### src/rtl/uart_pkg.sv
`default_nettype none
// uart_pkg: shared UART constants and receiver state encoding.
// Rev 1.0 - initial release.
package uart_pkg;

    localparam int UART_CLKS_PER_BIT_DEFAULT = 103;
    localparam int UART_DATA_BITS            = 8;

    typedef enum logic [2:0] {
        RX_IDLE      = 3'd0,
        RX_START     = 3'd1,
        RX_DATA      = 3'd2,
        RX_STOP      = 3'd3,
        RX_WAIT_IDLE = 3'd4
    } rx_state_t;

endpackage
`default_nettype wire

### src/rtl/uart_rx_sync.sv
`default_nettype none
// uart_rx_sync: two-flop synchroniser for asynchronous inputs, resets to 1 (idle line).
// Rev 1.0 - initial release.
module uart_rx_sync (
    input  logic clk,
    input  logic resetn,
    input  logic async_in,
    output logic sync_out
);

    logic meta;

    always_ff @(posedge clk) begin
        if (!resetn) begin
            meta     <= 1'b1;
            sync_out <= 1'b1;
        end else begin
            meta     <= async_in;
            sync_out <= meta;
        end
    end

endmodule
`default_nettype wire

### src/rtl/uart_rx.sv
`default_nettype none
// uart_rx: 8N1 UART receiver with mid-bit sampling and a VALID/READY holding register.
// Rev 1.0 - initial release.
module uart_rx
    import uart_pkg::*;
#(
    parameter int CLKS_PER_BIT = UART_CLKS_PER_BIT_DEFAULT,
    parameter int DATA_BITS    = UART_DATA_BITS
) (
    input  logic                 CLK,
    input  logic                 RESETN,
    input  logic                 RX,
    output logic [DATA_BITS-1:0] DATA,
    output logic                 VALID,
    input  logic                 READY,
    output logic                 FRAME_ERR,
    output logic                 OVERRUN
);

    localparam int HALF  = CLKS_PER_BIT / 2;
    localparam int CNT_W = $clog2(CLKS_PER_BIT);
    // Loads are one less than the interval because the counter fires on reaching zero.
    localparam logic [CNT_W-1:0] HALF_LOAD = CNT_W'(HALF - 1);
    localparam logic [CNT_W-1:0] BIT_LOAD  = CNT_W'(CLKS_PER_BIT - 1);
    localparam logic [2:0]       LAST_BIT  = 3'(DATA_BITS - 1);

    rx_state_t            state;
    logic                 rx_s;
    logic [CNT_W-1:0]     baud_cnt;
    logic [2:0]           bit_idx;
    logic [DATA_BITS-1:0] shift;

    uart_rx_sync u_sync (
        .clk      (CLK),
        .resetn   (RESETN),
        .async_in (RX),
        .sync_out (rx_s)
    );

    always_ff @(posedge CLK) begin
        if (!RESETN) begin
            state     <= RX_IDLE;
            baud_cnt  <= '0;
            bit_idx   <= '0;
            shift     <= '0;
            DATA      <= '0;
            VALID     <= 1'b0;
            FRAME_ERR <= 1'b0;
            OVERRUN   <= 1'b0;
        end else begin
            FRAME_ERR <= 1'b0;
            OVERRUN   <= 1'b0;
            if (VALID && READY) begin
                VALID <= 1'b0;
            end

            case (state)
                RX_IDLE: begin
                    if (!rx_s) begin
                        state    <= RX_START;
                        baud_cnt <= HALF_LOAD;
                    end
                end

                RX_START: begin
                    if (baud_cnt == '0) begin
                        baud_cnt <= BIT_LOAD;
                        bit_idx  <= '0;
                        state    <= rx_s ? RX_IDLE : RX_DATA;
                    end else begin
                        baud_cnt <= baud_cnt - 1'b1;
                    end
                end

                RX_DATA: begin
                    if (baud_cnt == '0) begin
                        baud_cnt <= BIT_LOAD;
                        shift    <= {rx_s, shift[DATA_BITS-1:1]};
                        if (bit_idx == LAST_BIT) begin
                            state <= RX_STOP;
                        end else begin
                            bit_idx <= bit_idx + 1'b1;
                        end
                    end else begin
                        baud_cnt <= baud_cnt - 1'b1;
                    end
                end

                RX_STOP: begin
                    if (baud_cnt == '0) begin
                        if (rx_s) begin
                            state <= RX_IDLE;
                            // A same-cycle handshake frees the register, so the new byte lands.
                            if (VALID && !READY) begin
                                OVERRUN <= 1'b1;
                            end else begin
                                DATA  <= shift;
                                VALID <= 1'b1;
                            end
                        end else begin
                            FRAME_ERR <= 1'b1;
                            state     <= RX_WAIT_IDLE;
                        end
                    end else begin
                        baud_cnt <= baud_cnt - 1'b1;
                    end
                end

                RX_WAIT_IDLE: begin
                    if (rx_s) begin
                        state <= RX_IDLE;
                    end
                end

                default: state <= RX_IDLE;
            endcase
        end
    end

endmodule
`default_nettype wire

### config.mk
export PLATFORM = sky130hd
export DESIGN_NAME = uart_rx
export DESIGN_NICKNAME = d
export VERILOG_FILES = /design/src/rtl/uart_pkg.sv /design/src/rtl/uart_rx_sync.sv /design/src/rtl/uart_rx.sv
export SDC_FILE = /design/constraint.sdc
export NUM_CORES = 1
export LEC_CHECK = 0
export BUFFER_PORTS_ARGS = -buffer_cell sky130_fd_sc_hd__buf_2
export CAP_MARGIN = 20
export CELL_PAD_IN_SITES_DETAIL_PLACEMENT = 2
export CELL_PAD_IN_SITES_GLOBAL_PLACEMENT = 2
export CORE_ASPECT_RATIO = 2
export CORE_MARGIN = 1.5
export CORE_UTILIZATION = 36
export DETAILED_ROUTE_END_ITERATION = 7
export GPL_ROUTABILITY_DRIVEN = 0
export PLACE_DENSITY = 0.83
export SYNTH_ARGS = -nofsm -noshare
export SYNTH_HDL_FRONTEND = slang
export SYNTH_SLANG_ARGS = --single-unit
### constraint.sdc
create_clock -name CLK -period 2.1 [get_ports CLK]
set_input_delay 0.21 -clock CLK [delete_from_list [all_inputs] [get_ports CLK]]
set_output_delay 0.21 -clock CLK [all_outputs]
set_load 0.01 [all_outputs]
* Word-level counts from Yosys, hierarchy flattened
Index checks and enable logic that the tools add are counted.
** Operators by class
- Add/sub/neg operators :: 2
- Equality and inequality tests :: 13
- Multiplexer cells :: 24
- Bitwise gates (word level) :: 1
- Reductions and logical operators :: 15
** Operator list (number)
- $mux W3 :: 10
- $mux W7 :: 3
- $pmux W7 S3 :: 1
- $pmux W3 S5 :: 1
- $ne A2 B2 Y1 const B :: 7
- $reduce_and A4 Y1 :: 3
- $logic_not A7 Y1 :: 1
- $mux W1 :: 7
- $sub A7 B1 Y7 const B :: 1
- $eq A3 B2 Y1 const B :: 2
- $eq A3 B3 Y1 const B :: 2
- $pmux W3 S2 :: 1
- $reduce_and A3 Y1 :: 2
- $reduce_and A6 Y1 :: 1
- $add A3 B1 Y3 const B :: 1
- $eq A3 B1 Y1 const B :: 1
- $logic_not A3 Y1 :: 1
- $reduce_bool A3 Y1 :: 1
- $logic_and A1 B1 Y1 :: 2
- $mux W2 :: 1
- $ne A2 B1 Y1 const B :: 1
- $reduce_and A2 Y1 :: 1
- $reduce_bool A2 Y1 :: 1
- $reduce_or A2 Y1 :: 1
- other kinds (2) :: 2
** Storage, ports and cells
- Register bits :: 34
- Input port bits :: 4
- Output and inout bits :: 11
- Word-level logic and storage cells :: 65

* Longest topological paths before layout
- Depth in word-level cells :: 6
- Gate-level depth with buffers :: 7

* Cells and area by module
Synthesis repeated with hierarchy kept, for this count alone.
** Unflattened totals
- Cell total of the unflattened synthesis :: 168
- Area total of the unflattened synthesis :: 1507.7 µm²
** Modules (own cells, without submodules)
- uart_rx :: instances 1, cells an instance 164, area each 1455.1 µm², seq. area each 640.6 µm²
- uart_rx_sync :: instances 1, cells an instance 4, area each 52.6 µm², seq. area each 40.0 µm²

* Least setup slack after synthesis
OpenSTA, ideal clock, no wires.
- Kind :: reg-to-reg
- From :: register baud_cnt[0]
- To :: register DATA[0]
- Library setup time :: 0.072 ns
- Arrival time :: 1.751 ns
- Slack :: 0.278 ns
- Cell stages (with the launch flop) :: 7
- Cells stage by stage :: dfxtp_1 -> inv_1 -> ha_1 -> nor4b_4 -> nand2_4 -> nor4_4 -> mux2i_1
** Between the ends
- Word-level cells in the longest chain between the ends :: 2
** RTL lines
- start, declared :: RTL line uart_rx.sv:29 : logic [CNT_W-1:0] baud_cnt;
- start signal, assigned :: RTL line uart_rx.sv:71 : baud_cnt <= baud_cnt - 1'b1;
- start signal, assigned :: RTL line uart_rx.sv:85 : baud_cnt <= baud_cnt - 1'b1;
- start signal, assigned :: RTL line uart_rx.sv:105 : baud_cnt <= baud_cnt - 1'b1;
- $logic_not A7 Y1 :: RTL line uart_rx.sv:90 : if (baud_cnt == '0) begin
- $reduce_and A4 Y1 (no source line)
- end signal, assigned :: RTL line uart_rx.sv:97 : DATA <= shift;
- end, declared :: RTL line uart_rx.sv:13 : output logic [DATA_BITS-1:0] DATA,
Every way passes these cells.
A chain may end at the register's enable or synchronous reset.

* Worst setup path after layout
- From :: register baud_cnt[0]
- To :: register DATA[1]
The elaborated chain is that of the path after synthesis.

==> results.sh <==
export IMPL_hold_path_depth=2
export IMPL_numCtsBuffers=5
export IMPL_power_leakage_nw=0.737
export IMPL_cp_slowest_cell="dfxtp_1"
export IMPL_synthAdderAreaFrac_pct=3.28
export IMPL_die_w_um=49.1
export IMPL_min_to="u_sync.meta"
export IMPL_worst_ir_drop_vdd_mv=0.533
export IMPL_antenna_cells=0
export IMPL_reg2regPathDepth=8
export IMPL_finalSetupViolCount=0
export IMPL_post_place_ws_ns=0.163
export IMPL_port_buffers=14
export IMPL_cts_reportedPaths_clkPinSlew_ns=0.07
export IMPL_netlist_area_mm2=0.00153
export IMPL_rsz0062_at_grt="no"
export IMPL_antenna_found_initial=0
export IMPL_r2r_end="DATA[1]"
export IMPL_area_growth_synth_to_final_pct=15.0
export IMPL_ff_latch_area_um2=681
export IMPL_avgRoutedWirePerCell_um=17.3
export IMPL_min_path_type="in -> reg"
export IMPL_dp_hpwl_um=3060
export IMPL_synth_cell_types=37
export IMPL_cp_cell_sequence="inv_1 > ha_1 > nor4b_4 > buf_4 > nand2_4 > nor4_4 > buf_4 > mux2i_1"
export IMPL_power_density_mw_per_mm2=782
export IMPL_die_h_um=95.1
export IMPL_yosys_warnings=0
export IMPL_synth_flop_cell="dfxtp_1"
export IMPL_fillCellCount=463
export IMPL_fin_crit_sh_pct=91.1
export IMPL_critPathBufInv=3
export IMPL_holdBufCountCts=0
export IMPL_crit_type="reg -> reg"
export IMPL_holdCritStartpoint="RX"
export IMPL_worstSetupEndpointType="register"
export IMPL_post_layout_total_power_mw=1.37
export IMPL_grt_pass1_vias=1435
export IMPL_hold_viol=0
export IMPL_path_delay_family="simple AND/OR/NAND/NOR gates"
export IMPL_maxCapViolCount=0
export IMPL_synth_top_family_by_area="simple AND/OR/NAND/NOR gates"
export IMPL_synth_edf_count=0
export IMPL_synth_xor_area_share_pct=0.573
export IMPL_synthSimpleGateAreaFrac_pct=23.9
export IMPL_synth_avg_cell_area_um2=9.26
export IMPL_cts_resized=0
export IMPL_wl_um=4070
export IMPL_drive_gt1_share_pct=17.5
export IMPL_synthCells=165
export IMPL_synth_compound_area_share_pct=12.8
export IMPL_reg2reg_slack_ns=0.19
export IMPL_core_area_mm2=0.00409
export IMPL_io_pins=15
export IMPL_final_antenna_net_count=0
export IMPL_initial_core_util_pct=37.4
export IMPL_drtIter0Drc=8
export IMPL_grt_usage_pct=20.1
export IMPL_cp_required_ns=2.30
export IMPL_worst_pin_slew_ns=0.553
export IMPL_ys_top_cells_by_area="dfxtp_1 45%, mux2i_1 11%, nand2_1 6.1%, ha_1 3.3%, nor2_1 3.2%"
export IMPL_startpoint_type="register"
export IMPL_ys_seq_area_share_pct=44.6
export IMPL_grt_max_degree=31
export IMPL_critPathArrivalTime_ns=2.11
export IMPL_drv_slew=0
export IMPL_yosys_area_top_type="dfxtp_1"
export IMPL_synth_seq_cells=34
export IMPL_post_route_drc_count=0
export IMPL_cts_max_level=2
export IMPL_synth_fp_nets=173
export IMPL_vias=1263
export IMPL_status="completed"
export IMPL_worstSkewPairLatency_ns=0.29
export IMPL_grt_ovfl_total=0
export IMPL_regToRegStartpoint="baud_cnt[0]"
export IMPL_grt_pass1_wl_um=6970
export IMPL_vias_per_cell=5.37
export IMPL_max_freq_mhz=523
export IMPL_cts_sinks=34
export IMPL_yosys_area_top_type_share_pct=44.6
export IMPL_cp_slowest_stage_delay_ns=0.34
export IMPL_path_max_fanout=8
export IMPL_nNetsFinal=190
export IMPL_cts_tree="built"
export IMPL_cp_common_cell="buf_4"
export IMPL_dr_pass1_iters=3
export IMPL_fin_crit_ns=1.91
export IMPL_die_area_mm2=0.00467
export IMPL_clockBufferDepth=2
export IMPL_relSlewSlack_pct=63.1
export IMPL_postCtsSetupBuffers=0
export IMPL_cts_root_buffer="clkbuf_8"
export IMPL_fin_setup_tns_ns=0
export IMPL_synthArstFlopShare_pct=0
export IMPL_multiInputGateArea_um2=790
export IMPL_worst_slack_ns=0.188
export IMPL_clock_skew_ns=0.00495
export IMPL_rows=33
export IMPL_synth_area_mux_share_pct=11.1
==> worst reg2reg max path: cells and delay by family (launching register included) <==
| family | cells | cell delay [ns] |
|---|---|---|
| adder cells (fa/ha/maj) | 1 | 0.15 |
| buffers and inverters | 3 | 0.53 |
| flip-flops | 1 | 0.34 |
| multiplexers | 1 | 0.24 |
| AND/OR/NAND/NOR | 3 | 0.57 |
==> cells by family (layout without fill, tap and decap cells) <==
family / Yosys count / count (layout)
adders and majority gates: 4 / 4
xor gates and xnor gates: 1 / 1
muxes: 17 / 17
buffers and inverters: 15 / 33
DFF: 34 / 34
AOI/OAI and AO/OA: 27 / 27
and+or+nand+nor: 67 / 67
==> layout make-up <==
class	count	share of cell area, %
clock buffers	7	4.91
clock inverters	1	0.285
repair buffers	19	6.13
multi-input cells	116	44.9
inverters	6	1.28
flip-flops and latches	34	38.7
well taps	52	3.70
==> worst max-delay path by stage <==
stage / start / endpoint / slack (ns) / cells past startpoint
floorplan: baud_cnt[0] / DATA[0] / 0.28 / 6
finish: baud_cnt[0] / DATA[1] / 0.19 / 8
global route: baud_cnt[0] / DATA[1] / 0.01 / 8
detailed placement: baud_cnt[0] / DATA[1] / 0.16 / 8
CTS: baud_cnt[0] / DATA[1] / 0.14 / 8
global placement: baud_cnt[0] / baud_cnt[4] / 0.31 / 6
==> power breakdown <==
| part | internal, mW | total [mW] | leakage, nW | switching, mW |
|---|---|---|---|---|
| sequential | 0.662 | 0.686 | 0.275 | 0.0248 |
| combinational | 0.0801 | 0.189 | 0.413 | 0.109 |
| clock | 0.264 | 0.498 | 0.0482 | 0.234 |
| total | 1.01 | 1.37 | 0.737 | 0.367 |
==> through the flow <==
step                      util, %  cells  hold WS (ns)  cell area (um^2)
after global placement       40.7    227         0.393              1670
after floorplan                 -    165         0.311              1530
after CTS                    43.0    235        0.0969              1760
after global routing         43.0    235        0.0983              1760
after detailed placement     40.7    227         0.396              1670
final                        43.0    235         0.102              1760
==> cell usage after synthesis, types with 2 or more instances <==
library cell,count
nand2b_1,6
a311oi_1,2
inv_1,6
a211oi_1,4
o22ai_1,3
mux2i_1,17
and3_1,3
nand3_1,2
nand2_1,25
ha_1,4
dfxtp_1,34
clkbuf_1,8
o221a_2,2
nor2_1,13
nor3b_1,6
o21ai_0,2
a21oi_1,6
or3_1,2
nor3_1,2
==> layer usage <==
layer,global-route usage [%],wire [um]
met2,39.6,2400
met3,4.23,97
met4,12.6,136
met1,17.8,1440
met5,0,0
==> layout by cell type (no fill, tap or decap), drive strengths merged, types with 2 or more instances in the layout <==
| cell | instances |
|---|---|
| a311oi | 2 |
| nor2 | 13 |
| and3 | 3 |
| dfxtp | 34 |
| o221a | 2 |
| and2 | 2 |
| mux2i | 17 |
| or3 | 2 |
| nand2b | 6 |
| a21oi | 6 |
| clkbuf | 7 |
| nor3b | 6 |
| buf | 19 |
| nor4 | 2 |
| nand3 | 2 |
| o21ai | 2 |
| ha | 4 |
| nor3 | 2 |
| nand2 | 26 |
| inv | 6 |
| a211oi | 4 |
| o22ai | 3 |
==> state kept, by name, summed over array words and instances (netlist names) <==
signal	cells
DATA	8
shift	8
baud_cnt	7
bit_idx	3
state	3
FRAME_ERR	1
OVERRUN	1
VALID	1
u_sync.meta	1
u_sync.sync_out	1
Power figures use the tool's default switching activity.
